File: src/rtl/mem_wb_stage_if.sv
// MEM->WB stage bus: MEM-stage inputs, stall/flush controls, register-file write port,
// decode-stage bypass lookup and retire count. The stage itself uses the slave modport.
interface mem_wb_stage_if #(
    parameter int XLEN  = 32,
    parameter int CNT_W = 32
);
    logic             MEM_VALID;
    logic             MEM_REG_WRITE;
    logic [4:0]       MEM_RD;
    logic [1:0]       MEM_WB_SEL;
    logic [2:0]       MEM_FUNCT3;
    logic [XLEN-1:0]  MEM_ALU_RESULT;
    logic [XLEN-1:0]  MEM_LOAD_DATA;
    logic [XLEN-1:0]  MEM_PC_PLUS4;
    logic             STALL;
    logic             FLUSH;
    logic             WRITE;
    logic [4:0]       WRITE_REG;
    logic [XLEN-1:0]  WRITE_DATA;
    logic [4:0]       FWD_RS1;
    logic [4:0]       FWD_RS2;
    logic             FWD_RS1_HIT;
    logic             FWD_RS2_HIT;
    logic [XLEN-1:0]  FWD_RS1_DATA;
    logic [XLEN-1:0]  FWD_RS2_DATA;
    logic [CNT_W-1:0] RETIRE_COUNT;

    modport master (
        output MEM_VALID, MEM_REG_WRITE, MEM_RD, MEM_WB_SEL, MEM_FUNCT3,
               MEM_ALU_RESULT, MEM_LOAD_DATA, MEM_PC_PLUS4, STALL, FLUSH,
               FWD_RS1, FWD_RS2,
        input  WRITE, WRITE_REG, WRITE_DATA, FWD_RS1_HIT, FWD_RS2_HIT,
               FWD_RS1_DATA, FWD_RS2_DATA, RETIRE_COUNT
    );

    modport slave (
        input  MEM_VALID, MEM_REG_WRITE, MEM_RD, MEM_WB_SEL, MEM_FUNCT3,
               MEM_ALU_RESULT, MEM_LOAD_DATA, MEM_PC_PLUS4, STALL, FLUSH,
               FWD_RS1, FWD_RS2,
        output WRITE, WRITE_REG, WRITE_DATA, FWD_RS1_HIT, FWD_RS2_HIT,
               FWD_RS1_DATA, FWD_RS2_DATA, RETIRE_COUNT
    );
endinterface

File: src/rtl/mem_wb_stage.sv
// RV32I MEM->WB stage: load alignment/extension, writeback select, one-shot register-file
// write, retire counter. Define WB_BYPASS_EN to build the write-history bypass lookup.
module mem_wb_stage #(
    parameter int XLEN  = 32,
    parameter int CNT_W = 32
) (
    input logic            CLK,
    input logic            RST_N,
    mem_wb_stage_if.slave  bus
);

    function automatic logic [XLEN-1:0] load_extend(
        input logic [2:0]      f3,
        input logic [1:0]      off,
        input logic [XLEN-1:0] w
    );
        logic [7:0]  b;
        logic [15:0] h;
        case (off)
            2'd0:    b = w[7:0];
            2'd1:    b = w[15:8];
            2'd2:    b = w[23:16];
            default: b = w[31:24];
        endcase
        h = off[1] ? w[31:16] : w[15:0];
        case (f3)
            3'b000:  return {{(XLEN-8){b[7]}}, b};
            3'b001:  return {{(XLEN-16){h[15]}}, h};
            3'b100:  return {{(XLEN-8){1'b0}}, b};
            3'b101:  return {{(XLEN-16){1'b0}}, h};
            default: return w;
        endcase
    endfunction

    logic             r_valid;
    logic             r_reg_write;
    logic [4:0]       r_rd;
    logic [XLEN-1:0]  r_result;
    logic             r_done;
    logic [CNT_W-1:0] r_retire_cnt;

    logic [XLEN-1:0]  w_result;
    logic             w_write;
    logic             w_retire;

    always_comb begin
        w_result = bus.MEM_ALU_RESULT;
        case (bus.MEM_WB_SEL)
            2'b01:   w_result = load_extend(bus.MEM_FUNCT3, bus.MEM_ALU_RESULT[1:0], bus.MEM_LOAD_DATA);
            2'b10:   w_result = bus.MEM_PC_PLUS4;
            default: w_result = bus.MEM_ALU_RESULT;
        endcase
    end

    // done marks an entry already written/retired so a stall cannot repeat it
    assign w_write  = r_valid & r_reg_write & (r_rd != 5'd0) & ~r_done;
    assign w_retire = r_valid & ~r_done;

    always_ff @(posedge CLK or negedge RST_N) begin
        if (!RST_N) begin
            r_valid      <= 1'b0;
            r_reg_write  <= 1'b0;
            r_rd         <= '0;
            r_result     <= '0;
            r_done       <= 1'b0;
            r_retire_cnt <= '0;
        end else begin
            r_retire_cnt <= r_retire_cnt + {{(CNT_W-1){1'b0}}, w_retire};
            if (bus.FLUSH) begin
                r_valid <= 1'b0;
                r_done  <= 1'b0;
            end else if (bus.STALL) begin
                r_done  <= r_done | r_valid;
            end else begin
                r_valid     <= bus.MEM_VALID;
                r_reg_write <= bus.MEM_REG_WRITE;
                r_rd        <= bus.MEM_RD;
                r_result    <= w_result;
                r_done      <= 1'b0;
            end
        end
    end

    assign bus.WRITE        = w_write;
    assign bus.WRITE_REG    = r_rd;
    assign bus.WRITE_DATA   = r_result;
    assign bus.RETIRE_COUNT = r_retire_cnt;

`ifdef WB_BYPASS_EN
    logic             r_h1_valid;
    logic [4:0]       r_h1_rd;
    logic [XLEN-1:0]  r_h1_data;
    logic [XLEN:0]    w_fwd1;
    logic [XLEN:0]    w_fwd2;

    // H1 covers the write the register file commits at the next negedge,
    // which its registered read port has already missed
    always_ff @(posedge CLK or negedge RST_N) begin
        if (!RST_N) begin
            r_h1_valid <= 1'b0;
            r_h1_rd    <= '0;
            r_h1_data  <= '0;
        end else begin
            r_h1_valid <= w_write;
            if (w_write) begin
                r_h1_rd   <= r_rd;
                r_h1_data <= r_result;
            end
        end
    end

    function automatic logic [XLEN:0] lookup(
        input logic [4:0]      rs,
        input logic            s_valid,
        input logic            s_regw,
        input logic [4:0]      s_rd,
        input logic [XLEN-1:0] s_data,
        input logic            h_valid,
        input logic [4:0]      h_rd,
        input logic [XLEN-1:0] h_data
    );
        if (rs == 5'd0)                            return '0;
        if (s_valid && s_regw && (s_rd == rs))     return {1'b1, s_data};
        if (h_valid && (h_rd == rs))               return {1'b1, h_data};
        return '0;
    endfunction

    always_comb begin
        w_fwd1 = lookup(bus.FWD_RS1, r_valid, r_reg_write, r_rd, r_result, r_h1_valid, r_h1_rd, r_h1_data);
        w_fwd2 = lookup(bus.FWD_RS2, r_valid, r_reg_write, r_rd, r_result, r_h1_valid, r_h1_rd, r_h1_data);
    end

    assign bus.FWD_RS1_HIT  = w_fwd1[XLEN];
    assign bus.FWD_RS1_DATA = w_fwd1[XLEN-1:0];
    assign bus.FWD_RS2_HIT  = w_fwd2[XLEN];
    assign bus.FWD_RS2_DATA = w_fwd2[XLEN-1:0];
`else
    logic w_unused_fwd;

    // without the history the hazard unit stalls, so the lookup reports no hits
    assign w_unused_fwd     = ^{bus.FWD_RS1, bus.FWD_RS2};
    assign bus.FWD_RS1_HIT  = 1'b0;
    assign bus.FWD_RS1_DATA = '0;
    assign bus.FWD_RS2_HIT  = 1'b0;
    assign bus.FWD_RS2_DATA = '0;
`endif

endmodule

File: src/flat_wrapper.sv
// flat-port wrapper written by rule: the top's interface ports become plain ports
module mem_wb_stage_flat 
#(
    parameter int XLEN  = 32,
    parameter int CNT_W = 32
)
  (CLK, RST_N, bus_MEM_VALID, bus_MEM_REG_WRITE, bus_MEM_RD, bus_MEM_WB_SEL, bus_MEM_FUNCT3, bus_MEM_ALU_RESULT, bus_MEM_LOAD_DATA, bus_MEM_PC_PLUS4, bus_STALL, bus_FLUSH, bus_FWD_RS1, bus_FWD_RS2, bus_WRITE, bus_WRITE_REG, bus_WRITE_DATA, bus_FWD_RS1_HIT, bus_FWD_RS2_HIT, bus_FWD_RS1_DATA, bus_FWD_RS2_DATA, bus_RETIRE_COUNT);
  mem_wb_stage_if #(.XLEN(XLEN), .CNT_W(CNT_W)) bus_i ();
  input logic CLK;
  input logic RST_N;
  input wire logic [$bits(bus_i.MEM_VALID)-1:0] bus_MEM_VALID;
  input wire logic [$bits(bus_i.MEM_REG_WRITE)-1:0] bus_MEM_REG_WRITE;
  input wire logic [$bits(bus_i.MEM_RD)-1:0] bus_MEM_RD;
  input wire logic [$bits(bus_i.MEM_WB_SEL)-1:0] bus_MEM_WB_SEL;
  input wire logic [$bits(bus_i.MEM_FUNCT3)-1:0] bus_MEM_FUNCT3;
  input wire logic [$bits(bus_i.MEM_ALU_RESULT)-1:0] bus_MEM_ALU_RESULT;
  input wire logic [$bits(bus_i.MEM_LOAD_DATA)-1:0] bus_MEM_LOAD_DATA;
  input wire logic [$bits(bus_i.MEM_PC_PLUS4)-1:0] bus_MEM_PC_PLUS4;
  input wire logic [$bits(bus_i.STALL)-1:0] bus_STALL;
  input wire logic [$bits(bus_i.FLUSH)-1:0] bus_FLUSH;
  input wire logic [$bits(bus_i.FWD_RS1)-1:0] bus_FWD_RS1;
  input wire logic [$bits(bus_i.FWD_RS2)-1:0] bus_FWD_RS2;
  output wire logic [$bits(bus_i.WRITE)-1:0] bus_WRITE;
  output wire logic [$bits(bus_i.WRITE_REG)-1:0] bus_WRITE_REG;
  output wire logic [$bits(bus_i.WRITE_DATA)-1:0] bus_WRITE_DATA;
  output wire logic [$bits(bus_i.FWD_RS1_HIT)-1:0] bus_FWD_RS1_HIT;
  output wire logic [$bits(bus_i.FWD_RS2_HIT)-1:0] bus_FWD_RS2_HIT;
  output wire logic [$bits(bus_i.FWD_RS1_DATA)-1:0] bus_FWD_RS1_DATA;
  output wire logic [$bits(bus_i.FWD_RS2_DATA)-1:0] bus_FWD_RS2_DATA;
  output wire logic [$bits(bus_i.RETIRE_COUNT)-1:0] bus_RETIRE_COUNT;
  assign bus_i.MEM_VALID = bus_MEM_VALID;
  assign bus_i.MEM_REG_WRITE = bus_MEM_REG_WRITE;
  assign bus_i.MEM_RD = bus_MEM_RD;
  assign bus_i.MEM_WB_SEL = bus_MEM_WB_SEL;
  assign bus_i.MEM_FUNCT3 = bus_MEM_FUNCT3;
  assign bus_i.MEM_ALU_RESULT = bus_MEM_ALU_RESULT;
  assign bus_i.MEM_LOAD_DATA = bus_MEM_LOAD_DATA;
  assign bus_i.MEM_PC_PLUS4 = bus_MEM_PC_PLUS4;
  assign bus_i.STALL = bus_STALL;
  assign bus_i.FLUSH = bus_FLUSH;
  assign bus_i.FWD_RS1 = bus_FWD_RS1;
  assign bus_i.FWD_RS2 = bus_FWD_RS2;
  assign bus_WRITE = bus_i.WRITE;
  assign bus_WRITE_REG = bus_i.WRITE_REG;
  assign bus_WRITE_DATA = bus_i.WRITE_DATA;
  assign bus_FWD_RS1_HIT = bus_i.FWD_RS1_HIT;
  assign bus_FWD_RS2_HIT = bus_i.FWD_RS2_HIT;
  assign bus_FWD_RS1_DATA = bus_i.FWD_RS1_DATA;
  assign bus_FWD_RS2_DATA = bus_i.FWD_RS2_DATA;
  assign bus_RETIRE_COUNT = bus_i.RETIRE_COUNT;
  mem_wb_stage #(.XLEN(XLEN), .CNT_W(CNT_W)) u_core (.CLK(CLK), .RST_N(RST_N), .bus(bus_i));
endmodule
File: config.mk
export PLATFORM = sky130hd
export DESIGN_NAME = mem_wb_stage_flat
export DESIGN_NICKNAME = d
export VERILOG_FILES = /design/src/rtl/mem_wb_stage_if.sv /design/src/rtl/mem_wb_stage.sv /design/src/flat_wrapper.sv
export SDC_FILE = /design/constraint.sdc
export NUM_CORES = 1
export LEC_CHECK = 0
export BUFFER_PORTS_ARGS = -buffer_cell sky130_fd_sc_hd__buf_2
export CAP_MARGIN = 20
export CORE_MARGIN = 1
export CORE_UTILIZATION = 41
export DETAILED_ROUTE_END_ITERATION = 12
export PLACE_DENSITY = 0.89
export SYNTH_ARGS = -nofsm -noshare
export SYNTH_HDL_FRONTEND = slang
export SYNTH_SLANG_ARGS = --single-unit
File: constraint.sdc
create_clock -name CLK -period 1.7 [get_ports CLK]
set_input_delay 0.17 -clock CLK [delete_from_list [all_inputs] [get_ports CLK]]
set_output_delay 0.17 -clock CLK [all_outputs]
set_load 0.01 [all_outputs]
======== Word level (Yosys, flattened, before mapping) ========
Cells that the tools add are included.
word-level totals
  bits of input ports ..................... 122
  register bits ........................... 72
operators by class
  reductions and logical operators ........ 4
  equality and inequality tests ........... 8
  muxes and demuxes ....................... 8
  bitwise logic cells ..................... 8
  $add $sub $neg .......................... 1
operators by type and width
  kind                                                                      count
  32-bit case mux with 4 select lines                                       1
  32-bit case mux with 2 select lines                                       1
  32-bit by 1-bit adder with 32-bit output                                  1
  8-bit case mux with 3 select lines                                        1
  16-bit 2-to-1 mux                                                         1
  3-bit == test (second input constant)                                     2
  5-bit nonzero test                                                        1
  1-bit AND                                                                 4
  2-bit by 1-bit == test with 1-bit output (second input constant)          2
  2-bit == test (second input constant)                                     2
  1-bit 2-to-1 mux                                                          4
  3-bit by 1-bit == test with 1-bit output (second input constant)          1
  3-bit logical NOT                                                         1
  1-bit NOT                                                                 3
  2-bit logical NOT                                                         1
  2-bit by 1-bit inequality test with 1-bit output (second input constant)  1
  2-bit AND reduction                                                       1
  1-bit OR                                                                  1

======== Depth between registers and ports, before layout ========
Gate-level depths: netlist (run 1).
  depth in word-level cells ............... 4
  mapped depth ............................ 8

======== Least setup slack after synthesis (run 1) ========
Ideal clock, no wire load.
  path type ............................... register -> register
  from .................................... reg u_core.r_valid
  to ...................................... reg u_core.r_retire_cnt[12], in the netlist u_core.bus.RETIRE_COUNT[12]
  arrival ................................. 1.727 ns
  data required time ...................... 1.621 ns
  setup time .............................. 0.079 ns
  stages on the path, launching flop included .. 9
  path slack .............................. -0.106 ns
  path buffers ............................ 0
  cells stage by stage .................... dfrtp_1 -> nor2b_1 -> ha_1 -> ha_1 -> nand3_1 -> nor2_1 -> and2_0 -> and3_1 -> xor2_1
between the ends
  word-level cells in the longest chain between the ends .. 2
ends and longest elaborated chain
  item                                      RTL line            text
  start, declared                           mem_wb_stage.sv:35  logic r_valid;
  start signal, assigned                    mem_wb_stage.sv:75  r_valid <= bus.MEM_VALID;
  1-bit AND                                 mem_wb_stage.sv:57  assign w_retire = r_valid & ~r_done;
  32-bit by 1-bit adder with 32-bit output  mem_wb_stage.sv:68  r_retire_cnt <= r_retire_cnt + {{(CNT_W-1){1'b0}}, w_retire};
  end signal, assigned                      mem_wb_stage.sv:68
  end, declared                             mem_wb_stage.sv:40  logic [CNT_W-1:0] r_retire_cnt;
Every way passes these cells.
A chain may end at the register's enable or synchronous reset.

======== Worst setup path after layout (run 1) ========
  from .................................... reg u_core.r_done
  to ...................................... reg u_core.r_retire_cnt[12], in the netlist u_core.bus.RETIRE_COUNT[12]
between the ends
  word-level cells in the longest chain between the ends .. 3
ends and longest elaborated chain
  item                                      RTL line            text
  start, declared                           mem_wb_stage.sv:39  logic r_done;
  start signal, assigned                    mem_wb_stage.sv:73  r_done <= r_done | r_valid;
  1-bit NOT                                 mem_wb_stage.sv:57
  1-bit AND                                 mem_wb_stage.sv:57
  32-bit by 1-bit adder with 32-bit output  mem_wb_stage.sv:68
Every way passes these cells.

==> results of run 1 <==
==> stage by stage <==
step                      instances  instance area (sq um)  setup WS, ns
after detailed placement        846                   5573       -0.1451
after global routing            874                   5946       -0.1801
final                           874                   5946      -0.07258
after CTS                       869                   5878       -0.1077
after floorplan                 592                   4832     0.0006557
after global placement          846                   5573      -0.08138
==> timing repair <==
item                                   4_1_cts  5_1_grt
gates resized for setup                      7        7
setup endpoints to repair                   13       25
cloned                                       0        0
endpoints found under the hold margin       39        0
hold buffers                                 2        0
buffers inserted                             5        4
pin swaps                                   11       10
==> layer usage <==
layer / wire length (microns) / up-vias
li1: - / 2142
met1: 5355 / 2173
met2: 7561 / 248
met3: 1177 / 36
met4: 552 / 0
met5: 0 / -
==> critical path, stage by stage (launching register included) <==
cell and delay, ns:
dfrtp_1 0.41, nor2b_4 0.15, ha_4 0.16, ha_4 0.14, nand3_2 0.10, nor2_4 0.14
buf_4 0.12, and2_4 0.15, and3_1 0.17, xor2_1 0.15
==> kinds of logic after synthesis <==
kind of cell	share of synthesized area, %
compound gates	19.37
xor+xnor	5.736
fa+ha+maj	1.093
buf+inv	14.64
flops	39.33
mux	1.393
other cells	0.08187
simple gates	18.36
==> area by class of cell <==
cell class / instances / area share, %
sequential: 72 / 30.30
timing repair buffer: 222 / 21.44
clock buffer: 10 / 2.146
clock inverter: 6 / 1.515
antenna: 1 / 0.04209
tap: 140 / 2.946
inverter: 12 / 0.7576
multi-input combinational: 411 / 40.85
==> power by group through the flow <==
| stage | Clock (uW) | Combinational (uW) | Sequential (uW) |
|---|---|---|---|
| floorplan | 0 | 627 | 2190 |
| global placement | 0 | 1220 | 2100 |
| detailed placement | 0 | 1240 | 2110 |
| CTS | 1570 | 1260 | 2090 |
| global route | 1640 | 1410 | 2130 |
| finish | 1530 | 1280 | 2100 |
==> placed cells by master (no fill, tap or decap), types with 3 or more instances in the layout <==
| master | synthesis | layout |
|---|---|---|
| buf_2 | 5 | 180 |
| o221ai_1 | 5 | 5 |
| o221a_2 | 16 | 16 |
| buf_12 | 0 | 4 |
| a221oi_1 | 10 | 10 |
| a32oi_1 | 3 | 3 |
| clkbuf_8 | 0 | 9 |
| nand4_1 | 4 | 4 |
| a21oi_1 | 38 | 37 |
| a31oi_1 | 23 | 23 |
| nor2_1 | 37 | 34 |
| nand3_1 | 9 | 8 |
| a211oi_1 | 4 | 4 |
| conb_1 | 1 | 66 |
| nand2_1 | 70 | 68 |
| dfrtp_1 | 72 | 72 |
| xnor2_1 | 18 | 17 |
| buf_4 | 66 | 35 |
| xor2_1 | 12 | 12 |
| o22ai_1 | 3 | 3 |
| a21boi_0 | 3 | 3 |
| o21ai_0 | 19 | 19 |
| and3_1 | 26 | 26 |
| mux2i_1 | 3 | 3 |
| or3_1 | 10 | 10 |
| and4_1 | 5 | 4 |
| nor2b_1 | 4 | 3 |
| inv_1 | 11 | 11 |
==> worst min path at each step <==
stage,end,slack [ns],cells past startpoint
2_1_floorplan,u_core.bus.RETIRE_COUNT[0],-0.13,0
4_1_cts,u_core.bus.WRITE_REG[0],0.004,3
6_report,u_core.bus.WRITE_REG[0],0.02,3
3_3_place_gp,u_core.bus.RETIRE_COUNT[7],0.18,1
3_5_place_dp,u_core.bus.RETIRE_COUNT[12],0.18,1
5_1_grt,u_core.bus.WRITE_REG[3],0.01,3
==> sequential cells by signal, summed over array words and instances, names as in the netlist <==
name / cells
u_core.r_done: 1
u_core.r_reg_write: 1
u_core.bus.WRITE_REG: 5
u_core.bus.RETIRE_COUNT: 32
u_core.r_valid: 1
u_core.bus.WRITE_DATA: 32
==> results.toml, run 1 <==
[run_status]
status = "finished, violations left"
violations = "setup timing"

[floorplanning]
die_h_microns = 107.7
ios = 258
die_area_sq_um = 11600
die-width_microns = 107.7
coreArea_sq_um = 10840
start_util_pct = 42.26
num_rows = 38

[timing]
drv_slew = 0
tightest_slew_ns = 0.5257
fin_skew_ns = 0.007484
hold_violations = 0
finalSetupViolations = 8
rsz0062_at_grt = "true"
max_freq_mhz = 564.2
layout_setup_ws_ns = -0.07258
slew_headroom_pct = 64.95
hold_ws_ns = 0.01695
min_period_ns = 1.773
period_share_pct = 104.3
tns_ns = -0.3758

[global_routing]
grt_pass1_vias = 4282
grt_pass1_wl_microns = 22090
antenna_found_initial = 1
grt_max_degree = 41
grt_overflow = 0
busiest_layer = "met2"
grt_usage_pct = 25.23
gr-usage-met2_pct = 45.28
grtUsageMet3_pct = 6.114
grtUsageMet1_pct = 27.39

[logic_synthesis]
synthTopCellsByArea = "dfrtp_1 39%, buf_4 11%, nand2_1 5.7%"
synth_most_common_cell = "dfrtp_1"
async_reset_ff_share_pct = 100.0
synth_seq_cells = 72
synth_ff_type = "dfrtp_1"
synth_common_cells = "72 x dfrtp_1, 70 x nand2_1, 66 x buf_4, 38 x a21oi_1, 37 x nor2_1"
yosysTopAreaCellShare_pct = 39.33
seq_area_frac_synth_pct = 39.33
syn_inst = 527
syn_area_sq_um = 4581
avgSynthCellArea_sq_um = 8.692
yosys.area.top_type = "dfrtp_1"
synth_cell_type_count = 48
synth_edf_count = 0
yosys_warnings = 0

[final_layout]
area_delta_synth_final_pct = 29.80
layout-drive-gt1-share_pct = 36.70
fin_nets = 854
nFillCells = 1014
fin_util_pct = 54.85
seq_area_sq_um = 1802
multi_input_area_sq_um = 2429

[power_and_ir_drop]
powerDensity_nw_per_um2 = 826.1
pwr-share-seq_pct = 42.8
switching_share_pct = 32.97
finalPower_uw = 4912
intPower_uw = 3292
power.share.clock_pct = 31.2
p_comb_share_pct = 26.0
cellLeakagePower_uw = 0.003093
vdd_drop_max_v = 0.0004315
switchingPower_uw = 1619

[drt]
initialDrtViolationCount = 259
wl_per_cell_microns = 16.76
wirelength_microns = 14650
ant_nets = 0
viasPerCell = 5.262
drc_errors = 0
route.vias.total = 4599
dr.pass1.iters = 4

[critical_path]
critPathRequiredTime_ns = 1.97
critPathLaunchType = "flip-flop"
crit_fanout = 5
criticalPathCategory = "reg -> reg"
crit_end = "u_core.bus.RETIRE_COUNT[12]"
crit_start = "u_core.r_done"
worst_ep_arrival_time_ns = 2.05
worstSetupEndpointType = "flip-flop"
reg2reg_to = "u_core.bus.RETIRE_COUNT[12]"
r2r_cells = 9
rrSetupSlack_ns = -0.07
r2r_start = "u_core.r_done"

[clock_tree]
h-tree-depth = 3
path_clk_slew_ns = 0.08
cts_tree = "built"
cts.sinks = 72
clock_path_buffers = 2
clockRootBuffer = "clkbuf_8"
cts_made_buffers = 9
insertion_delay_ns = 0.35

[place]
place_congestion = 0.9383
numPortBuffers = 181
dp_hpwl_microns = 11220

[min_path]
hold_path.class = "in -> reg"
holdCritStartpoint = "bus_MEM_RD[0]"

[run]
cap_violations = 0
Note: power is estimated with default switching activity, not from simulation.
==> run 2, diff against run 1 <==
--- a/config.mk
+++ b/config.mk
@@ -5,12 +5,11 @@
 export SDC_FILE = /design/constraint.sdc
 export NUM_CORES = 1
 export LEC_CHECK = 0
-export BUFFER_PORTS_ARGS = -buffer_cell sky130_fd_sc_hd__buf_2
 export CAP_MARGIN = 20
-export CORE_MARGIN = 1
-export CORE_UTILIZATION = 41
+export CORE_AREA = 2 2 101 103
 export DETAILED_ROUTE_END_ITERATION = 12
-export PLACE_DENSITY = 0.89
+export DIE_AREA = 0 0 103 105
+export DONT_BUFFER_PORTS = 1
 export SYNTH_ARGS = -nofsm -noshare
 export SYNTH_HDL_FRONTEND = slang
 export SYNTH_SLANG_ARGS = --single-unit
==> run 2 against run 1 <==
The run ends with hold timing, setup timing left. Global-route usage is 0.26 points lower. Sequential power is 4% higher. Critical path type unchanged. Sequential share of layout area is 5.1 points higher. Clock skew is 0.0020 ns higher. Clock power is 5% lower. Combinational power is 35% lower. Setup slack worse by 0.038 ns. Cell area is 14% lower. Die area is 6.8% lower.
==> results.toml, run 2 (synthesized netlist as in run 1, its figures left out) <==
[run_status]
status = "finished, violations left"
violations = "hold timing, setup timing"

[critical_path]
crit_fanout = 4
critPathLaunchType = "flip-flop"
worstSetupEndpointType = "flip-flop"
critPathRequiredTime_ns = 1.94
rrSetupSlack_ns = -0.11
crit_end = "u_core.bus.RETIRE_COUNT[31]"
criticalPathCategory = "reg -> reg"
reg2reg_to = "u_core.bus.RETIRE_COUNT[31]"
r2r_start = "u_core.r_done"
crit_start = "u_core.r_done"
r2r_cells = 8
worst_ep_arrival_time_ns = 2.05

[timing]
tightest_slew_ns = 0.7308
layout_setup_ws_ns = -0.1106
max_freq_mhz = 552.3
slew_headroom_pct = 51.28
period_share_pct = 106.5
fin_skew_ns = 0.009513
hold_ws_ns = -0.4962
min_period_ns = 1.811
finalSetupViolations = 14
rsz0062_at_grt = "true"
tns_ns = -0.6651
drv_slew = 0
hold_violations = 72

[final_layout]
design_area_sq_um = 5092
layout_common_cells = "72 x dfrtp_1, 69 x nand2_1, 66 x conb_1"
area_delta_synth_final_pct = 11.17
final_common_cell = "dfrtp_1"
fin_nets = 686
instances_no_fill = 699
layout-drive-gt1-share_pct = 16.46

[power_and_ir_drop]
cellLeakagePower_uw = 0.002361
finalPower_uw = 4470
vdd_drop_max_v = 0.0004723
powerDensity_nw_per_um2 = 877.7

[clock_tree]
h-tree-depth = 3
clockRootBuffer = "clkbuf_8"
insertion_delay_ns = 0.35
cts.sinks = 72
cts_tree = "built"
clock_path_buffers = 2
path_clk_slew_ns = 0.09
cts_made_buffers = 9
hold_buffers = 11

[floorplanning]
ios = 258
num_rows = 36
die_area_sq_um = 10820
start_util_pct = 47.52
die-width_microns = 103
coreArea_sq_um = 9639
die_h_microns = 105

[drt]
drc_errors = 0
wirelength_microns = 13550
dr.pass1.iters = 4
route.vias.total = 3882
initialDrtViolationCount = 231
viasPerCell = 5.554
ant_nets = 0
wl_per_cell_microns = 19.39

[global_routing]
antenna_found_initial = 1
grt_max_degree = 73
grt_pass1_wl_microns = 20860
grt_pass1_vias = 3836
grt_usage_pct = 24.97
grt_overflow = 0

[place]
numPortBuffers = 0
dp_hpwl_microns = 9903
dp_cells = 663
dpl_cell_area_sq_um = 4656
place_congestion = 0.8302

[min_path]
hold_path.class = "in -> async"

[run]
cap_violations = 0
## run 2: cell count changes in the layout (fill, tap and decap cells not counted), moves of 2 or more
cell,change
buf_4,+6
buf_12,-3
buf_2,-180
inv_6,-2
clkbuf_8,+2
dlygate4sd3_1,+9
## run 2: metrics by stage
step | worst slack [ns] | util [%]
2_1_floorplan | 0.0006557 | -
3_3_place_gp | -0.08959 | 48.30
3_5_place_dp | -0.1311 | 48.30
4_1_cts | -0.09146 | 52.38
5_1_grt | -0.2159 | 52.83
6_report | -0.1106 | 52.83
## run 2: metal layers
metal	part of all wire (%)	track usage, %
met5	0	0
met4	2.1	8.741
met3	9.5	7.759
met2	51	42.21
met1	37	29.49
## run 2: power breakdown
part | internal [uW] | leakage, uW | switching (uW)
logic | 353 | 0.00135 | 478
clock network | 754 | 0.000101 | 703
registers | 1920 | 0.000906 | 261
total | 3030 | 0.00236 | 1440
## run 2: area by class of cell
class	instances	area (sq um)
clock inverters	5	55.05
clock buffers	11	151.4
well taps	133	166.4
inverters	12	45.04
multi-input cells	411	2421
flip-flops and latches	72	1802
repair buffers	54	449.2
diodes	1	2.502
fillers	959	4547
## run 2: worst max-delay path, cell delays in order (launching register included)
cell and delay (ns):
dfrtp_1 0.40, nor2b_2 0.14, ha_2 0.23, buf_6 0.10, nand4_1 0.12, nor2_2 0.18, and4_4 0.27, nand4_1 0.12
xnor2_1 0.15
## run 2: timing repair
action	4_1_cts	5_1_grt
pin swaps	10	7
endpoints found under the setup margin	17	24
setup buffers	4	4
resized for setup	11	3
endpoints found under the hold margin	81	72
## run 2: worst min-delay path by stage
stage / startpoint / depth (start not counted) / slack, ns / endpoint
after floorplan: RST_N / 0 / -0.13 / u_core.bus.RETIRE_COUNT[0]
after global placement: RST_N / 0 / -0.12 / u_core.bus.RETIRE_COUNT[13]
after detailed placement: RST_N / 0 / -0.12 / u_core.bus.RETIRE_COUNT[11]
after CTS: RST_N / 0 / -0.51 / u_core.bus.WRITE_DATA[24]
after global routing: RST_N / 0 / -0.51 / u_core.bus.WRITE_DATA[24]
final: RST_N / 0 / -0.50 / u_core.bus.WRITE_DATA[24]
